**src/rtl/ysyx_25020037_wbu_pkg.sv**
```systemverilog
// ysyx_25020037_wbu_pkg: shared widths, CSR bit positions, FSM encoding and bus layouts for the write-back unit
`ifndef YSYX_25020037_WBU_PKG_SV
`define YSYX_25020037_WBU_PKG_SV
`define YSYX_25020037_LSU_WBU_W (4 * 32 + 4 + 1 + 4 + 3)
`define YSYX_25020037_WBU_RF_W  (3 * 32 + 4 + 1 + 4 + 3)
package ysyx_25020037_wbu_pkg;
    localparam int XLEN        = 32;
    localparam int RIDX_W      = 4;
    localparam int CSR_MTVEC   = 3;
    localparam int CSR_MEPC    = 2;
    localparam int CSR_MSTATUS = 1;
    localparam int CSR_MCAUSE  = 0;

    typedef enum logic [1:0] {
        S_IDLE     = 2'd0,
        S_COMMIT   = 2'd1,
        S_REDIRECT = 2'd2,
        S_HALT     = 2'd3
    } state_t;

    typedef struct packed {
        logic [XLEN-1:0]   pc;
        logic [XLEN-1:0]   dnpc;
        logic [RIDX_W-1:0] rd;
        logic              gpr_wen;
        logic [XLEN-1:0]   gpr_wdata;
        logic [3:0]        csr_wen;
        logic [XLEN-1:0]   csr_wdata;
        logic              ecall;
        logic              mret;
        logic              ebreak;
    } wb_t;
endpackage
`endif

```
**src/rtl/ysyx_25020037_wbu_perf.sv**
```systemverilog
// ysyx_25020037_wbu_perf: retired-instruction counter and saturating redirect-stall counter
module ysyx_25020037_wbu_perf (
    input  logic        clk,
    input  logic        rst,
    input  logic        commit,
    input  logic        stall,
    output logic [63:0] minstret,
    output logic [31:0] stall_cycles
);
    always_ff @(posedge clk or posedge rst)
        if (rst) begin
            minstret     <= '0;
            stall_cycles <= '0;
        end else begin
            if (commit) minstret <= minstret + 64'd1;
            if (stall && !(&stall_cycles)) stall_cycles <= stall_cycles + 32'd1;
        end
endmodule

```
**src/rtl/ysyx_25020037_wbu.sv**
```systemverilog
// ysyx_25020037_wbu: write-back stage, commits one instruction then hands the next PC to the IFU
// Optional perf counters enabled by defining YSYX_25020037_WBU_PERF_EN.
module ysyx_25020037_wbu
    import ysyx_25020037_wbu_pkg::*;
(
    input  logic              clk,
    input  logic              rst,
    input  logic              lsu_valid,
    output logic              lsu_ready,
    input  logic [XLEN-1:0]   in_pc,
    input  logic [XLEN-1:0]   in_dnpc,
    input  logic [RIDX_W-1:0] in_rd,
    input  logic              in_gpr_wen,
    input  logic [XLEN-1:0]   in_gpr_wdata,
    input  logic [3:0]        in_csr_wen,
    input  logic [XLEN-1:0]   in_csr_wdata,
    input  logic              in_ecall,
    input  logic              in_mret,
    input  logic              in_ebreak,
    output logic              wbu_valid,
    output logic              gpr_wen,
    output logic [RIDX_W-1:0] rd,
    output logic [XLEN-1:0]   gpr_wdata,
    output logic [3:0]        csr_wen,
    output logic [XLEN-1:0]   csr_wdata,
    output logic              ecall_en,
    output logic              mret_en,
    output logic [XLEN-1:0]   commit_pc,
    output logic              npc_valid,
    output logic [XLEN-1:0]   npc,
    input  logic              npc_ready,
    output logic              halt
`ifdef YSYX_25020037_WBU_PERF_EN
    ,
    output logic [63:0]       minstret,
    output logic [31:0]       stall_cycles
`endif
);
    state_t state, state_n;
    wb_t    wb_q, wb_in;

    always_ff @(posedge clk or posedge rst)
        if (rst) begin
            state <= S_IDLE;
            wb_q  <= '0;
        end else begin
            state <= state_n;
            if (state == S_IDLE && lsu_valid) wb_q <= wb_in;
        end

    // Trap instructions own the CSR port, so explicit CSR writes are dropped for them.
    always_comb begin
        wb_in.pc        = in_pc;
        wb_in.dnpc      = in_dnpc;
        wb_in.rd        = in_rd;
        wb_in.gpr_wen   = in_gpr_wen && in_rd != '0;
        wb_in.gpr_wdata = in_gpr_wdata;
        wb_in.csr_wen   = (in_ecall || in_mret) ? 4'b0 : in_csr_wen;
        wb_in.csr_wdata = in_csr_wdata;
        wb_in.ecall     = in_ecall;
        wb_in.mret      = in_mret && !in_ecall;
        wb_in.ebreak    = in_ebreak;
    end

    always_comb begin
        state_n   = state;
        lsu_ready = state == S_IDLE;
        wbu_valid = state == S_COMMIT;
        npc_valid = state == S_COMMIT || state == S_REDIRECT;
        halt      = state == S_HALT;
        gpr_wen   = wb_q.gpr_wen && wbu_valid;
        csr_wen   = wbu_valid ? wb_q.csr_wen : 4'b0;
        ecall_en  = wb_q.ecall && wbu_valid;
        mret_en   = wb_q.mret && wbu_valid;
        rd        = wb_q.rd;
        gpr_wdata = wb_q.gpr_wdata;
        csr_wdata = wb_q.csr_wdata;
        commit_pc = wb_q.pc;
        npc       = wb_q.dnpc;
        state_n   = (state == S_IDLE && lsu_valid)      ? S_COMMIT :
                    (state == S_COMMIT)                 ? (wb_q.ebreak ? S_HALT : npc_ready ? S_IDLE : S_REDIRECT) :
                    (state == S_REDIRECT && npc_ready)  ? S_IDLE : state;
    end

`ifdef YSYX_25020037_WBU_PERF_EN
    ysyx_25020037_wbu_perf u_perf (
        .clk          (clk),
        .rst          (rst),
        .commit       (wbu_valid),
        .stall        (state == S_REDIRECT),
        .minstret     (minstret),
        .stall_cycles (stall_cycles)
    );
`endif
endmodule

```
**config.mk**
```make
export PLATFORM = sky130hd
export DESIGN_NAME = ysyx_25020037_wbu
export DESIGN_NICKNAME = d
export VERILOG_FILES = /design/src/rtl/ysyx_25020037_wbu_pkg.sv /design/src/rtl/ysyx_25020037_wbu_perf.sv /design/src/rtl/ysyx_25020037_wbu.sv
export SDC_FILE = /design/constraint.sdc
export NUM_CORES = 1
export LEC_CHECK = 0
export CAP_MARGIN = 10
export CORE_MARGIN = 5
export CORE_UTILIZATION = 42
export DETAILED_ROUTE_END_ITERATION = 16
export HOLD_SLACK_MARGIN = 0.06
export PLACE_DENSITY = 0.82
export SYNTH_ARGS = -nofsm -noshare
export SYNTH_HDL_FRONTEND = slang
export SYNTH_SLANG_ARGS = --single-unit
```
**constraint.sdc**
```tcl
create_clock -name clk -period 6.6 [get_ports clk]
set_input_delay 1.32 -clock clk [delete_from_list [all_inputs] [get_ports clk]]
set_output_delay 1.32 -clock clk [all_outputs]
set_load 0.1 [all_outputs]
```
# Word level (Yosys, flattened, before mapping)
# Cells that the tools add are included.
[op_classes]
n_div = 0
reduce_logical = 13
addsub = 0
mux = 7
bitwise_logic = 0
shifts = 0
order_cmp = 0
n_eq_ne = 3
mul = 0
[ops]
columns = ["op", "n"]
rows = [
  ["$mux 2", 5],
  ["$mux 4", 2],
  ["$logic_and 1x1->1", 7],
  ["$eq 2x2->1 const B", 2],
  ["$reduce_bool 4->1", 1],
  ["$reduce_bool 3->1", 1],
  ["$eq 2x1->1 const B", 1],
  ["$logic_not 2->1", 1],
  ["$logic_or 1x1->1", 2],
  ["$logic_not 1->1", 1],
]
[word_totals]
mem_bits_ro = 0
mem_bits_rw = 0
memories = 0
reg_bits = 142
out_inout_bits = 143
latch_bits = 0
in_bits = 144
elab_cells = 34

# Depth between registers and ports, before layout
[depth]
depth_word = 5
mapped_depth = 6
ltp_nobuf = 4

# Worst setup path after synthesis
# No wires, ideal clock.
[synth_timing]
path_type = "reg-to-output"
startpoint = "register state[1]"
endpoint = "output port csr_wen[0]"
path_stages_with_launch = 5
required_ns = 5.280
t_arrival_ns = 2.336
path_slack_ns = 2.944
n_path_buf = 1
path_cell_list = "dfrtp_1 inv_1 ha_1 clkbuf_1 and2_1"
[synth_via]
elab_chain_cells = 2
[synth_rtl]
columns = ["item", "line", "text"]
rows = [
  ["from (decl)", "ysyx_25020037_wbu.sv:39", "state_t state, state_n;"],
  ["from (signal assigned)", "ysyx_25020037_wbu.sv:47", "state <= state_n;"],
  ["$eq 2x1->1", "ysyx_25020037_wbu.sv:68", "wbu_valid = state == S_COMMIT;"],
  ["via wbu_valid", "ysyx_25020037_wbu.sv:20", "output logic wbu_valid,"],
  ["$mux 4", "ysyx_25020037_wbu.sv:72", "csr_wen = wbu_valid ? wb_q.csr_wen : 4'b0;"],
  ["to (decl)", "ysyx_25020037_wbu.sv:24", "output logic [3:0] csr_wen,"],
]
# The timed path passes the listed nets, and every way through them passes these cells.

# Final worst setup path
[layout_timing]
startpoint = "register state[1]"
endpoint = "output port gpr_wen"
[layout_via]
elab_chain_cells = 2
[layout_rtl]
columns = ["item", "line", "text"]
rows = [
  ["$eq 2x1->1", "ysyx_25020037_wbu.sv:68", ""],
  ["$logic_and 1x1->1", "ysyx_25020037_wbu.sv:71", "gpr_wen = wb_q.gpr_wen && wbu_valid;"],
  ["to (decl)", "ysyx_25020037_wbu.sv:21", "output logic gpr_wen,"],
]
# Every way passes these cells.

==> results.py <==
metrics = {
    "grt": {
        "grt_pass1_wl_um": 23100,
        "globalRouteTotalUtil": 0.165,
        "grt_pass1_vias": 4245,
        "grt_overflow": 0,
        "grt_start_max_net_pins": 143,
        "antenna_found_initial": 0,
    },
    "clock_tree": {
        "hold_buffers": 0,
        "cts_inserted_buffers": 17,
        "clkTransAtPathRegs_ns": 0.06,
        "ctsResizeCount": 0,
        "htree_levels": 4,
        "cts_setup_buffers": 0,
        "insertion_delay_ns": 0.41,
        "ctsRootBufferMaster": "clkbuf_16",
        "cts_tree": "yes",
        "clock_path_buffers": 2,
        "cts_sinks": 142,
    },
    "detailed_routing": {
        "avgViaCountPerCell": 4.61,
        "drcViolationCount": 0,
        "drt-initial-drc-count": 113,
        "first_pass_iters": 6,
        "wl_um": 14500,
        "vias": 3756,
        "ant_nets": 0,
        "wire_per_inst_um": 17.8,
    },
    "sta": {
        "setup_viol": 0,
        "finalHoldViolCount": 0,
        "max_freq_mhz": 255,
        "setup-tns-final_ns": 0,
        "worst_slew_pin_slew_ns": 1.14,
        "finClkSkew_ns": 0.00769,
        "rsz0062_at_grt": "false",
        "min_period_over_period": 0.595,
        "maxSlewHeadroom": 0.240,
        "slew_viol_final": 0,
        "period_needed_ns": 3.93,
    },
    "finish": {
        "fill_cells": 1154,
        "antenna_cells": 0,
        "stdcell_count": 814,
        "area_growth_pct": 39.7,
        "fin_nets": 761,
        "drive_gt1_frac": 0.153,
    },
    "synth": {
        "synth-seq-area-share": 0.553,
        "ys_async_sr_fraction": 1.00,
        "synthCells": 455,
        "synth_edf_count": 0,
        "synthMostInstantiatedCell": "dfrtp_1",
        "synth_common_cells": "dfrtp_1 (142), buf_4 (132), mux2_1 (73)",
        "synth_ff_type": "dfrtp_1",
        "ys_warn_count": 0,
        "avgSynthCellArea_sq_um": 14.1,
        "synth.largest_area_cell": "dfrtp_1",
        "synth_area_leaders": "dfrtp_1 (55%), buf_4 (15%), mux2_1 (13%)",
        "synth_seq_cells": 142,
        "syn_nets": 603,
        "synthDominantCellAreaShare": 0.553,
        "synth_cell_types": 22,
        "syn_area_sq_mm": 0.00643,
    },
    "floorplanning": {
        "coreArea_sq_mm": 0.0151,
        "start_util": 0.426,
        "die_h_um": 134,
        "die-area_sq_mm": 0.0179,
        "dieWidth_um": 134,
        "io_pins": 287,
        "row_count": 45,
    },
    "outcome": {
        "status": "finished, final reports clean",
    },
    "setup_path": {
        "cp-end-kind": "primary output",
        "arrival_ns": 2.61,
        "start_kind": "register",
        "cp_max_fo": 12,
        "rrSetupSlack_ns": 4.29,
        "required_ns": 5.28,
        "worstSetupPathType": "reg -> out",
    },
    "worst_hold_path": {
        "min_path_type": "reg -> reg",
    },
    "place": {
        "post-dp-hpwl_um": 10800,
        "dp.cells": 782,
        "place_congestion": 0.801,
        "portBuffers": 286,
    },
    "run": {
        "cap_violations": 0,
    },
}
==> placed cells by master (no fill, tap or decap), types with 4 or more instances in the layout <==
cell type / instances
mux2_1: 73
and2_1: 8
clkbuf_16: 17
clkdlybuf4s50_1: 286
ha_1: 4
mux2_2: 62
clkinv_2: 6
dfrtp_1: 142
a22o_1: 4
==> path summary, 6_finish.rpt <==
path                                      startpoint                         to  cells after the start
hold reg to reg            gpr_wdata[16]$_DFFE_PP0P_  gpr_wdata[16]$_DFFE_PP0P_                      1
setup reg to reg                state[0]$_DFFE_PP0P_        npc[19]$_DFFE_PP0P_                      4
hold / removal             gpr_wdata[16]$_DFFE_PP0P_  gpr_wdata[16]$_DFFE_PP0P_                      1
min in group asynchronous                        rst   gpr_wdata[2]$_DFFE_PP0P_                      2
setup / recovery                state[1]$_DFFE_PP0P_                    gpr_wen                      4
max in group asynchronous                        rst  commit_pc[18]$_DFFE_PP0P_                      3
==> cell type report <==
cell class	instances	area, sq um	share of cell area
Clock buffer	21	460	0.0513
Inverter	3	16.3	0.00181
Clock inverter	11	92.6	0.0103
Tap cell	188	235	0.0262
Multi-Input combinational cell	162	1750	0.195
Timing Repair Buffer	287	2870	0.320
Sequential cell	142	3550	0.396
==> critical path: stages (launching register included) <==
cell and delay [ns]:
dfrtp_1 0.41, inv_1 0.09, ha_1 0.33, and2_1 0.20, clkdlybuf4s50_1 1.16
==> layer usage <==
layer	share of wire	routed length, um	GRT usage
met1	0.38	5550	0.185
met2	0.52	7470	0.284
met3	0.086	1240	0.0653
met4	0.016	235	0.0611
met5	0	0	0
==> cells by family (layout without fill, tap and decap cells) <==
logic type	after synthesis	after routing	share of synthesized area
buffers and inverters	151	322	0.177
DFF	142	142	0.553
muxes	135	135	0.236
and+or+nand+nor	15	15	0.0152
AOI/OAI and AO/OA	8	8	0.0109
adders and majority gates	4	4	0.00779
==> registers in the layout, summed over array words and instances (netlist names) <==
signal and cells:
commit_pc 32, csr_wdata 32, gpr_wdata 32, npc 32
rd 4, state 2, wb_q 8
==> per-stage QoR <==
stage / hold slack [ns] / setup slack (ns) / utilization / cell area [sq um]
4_1_cts: 0.493 / 2.63 / 0.595 / 8980
6_report: 0.487 / 2.67 / 0.595 / 8980
3_3_place_gp: 0.473 / 3.20 / 0.558 / 8430
5_1_grt: 0.508 / 2.51 / 0.595 / 8980
2_1_floorplan: 0.449 / 1.47 / - / 6430
3_5_place_dp: 0.480 / 3.10 / 0.558 / 8430
Power is not shown: default switching activity piles up to over one toggle a cycle in this logic, so the estimate is an artifact.
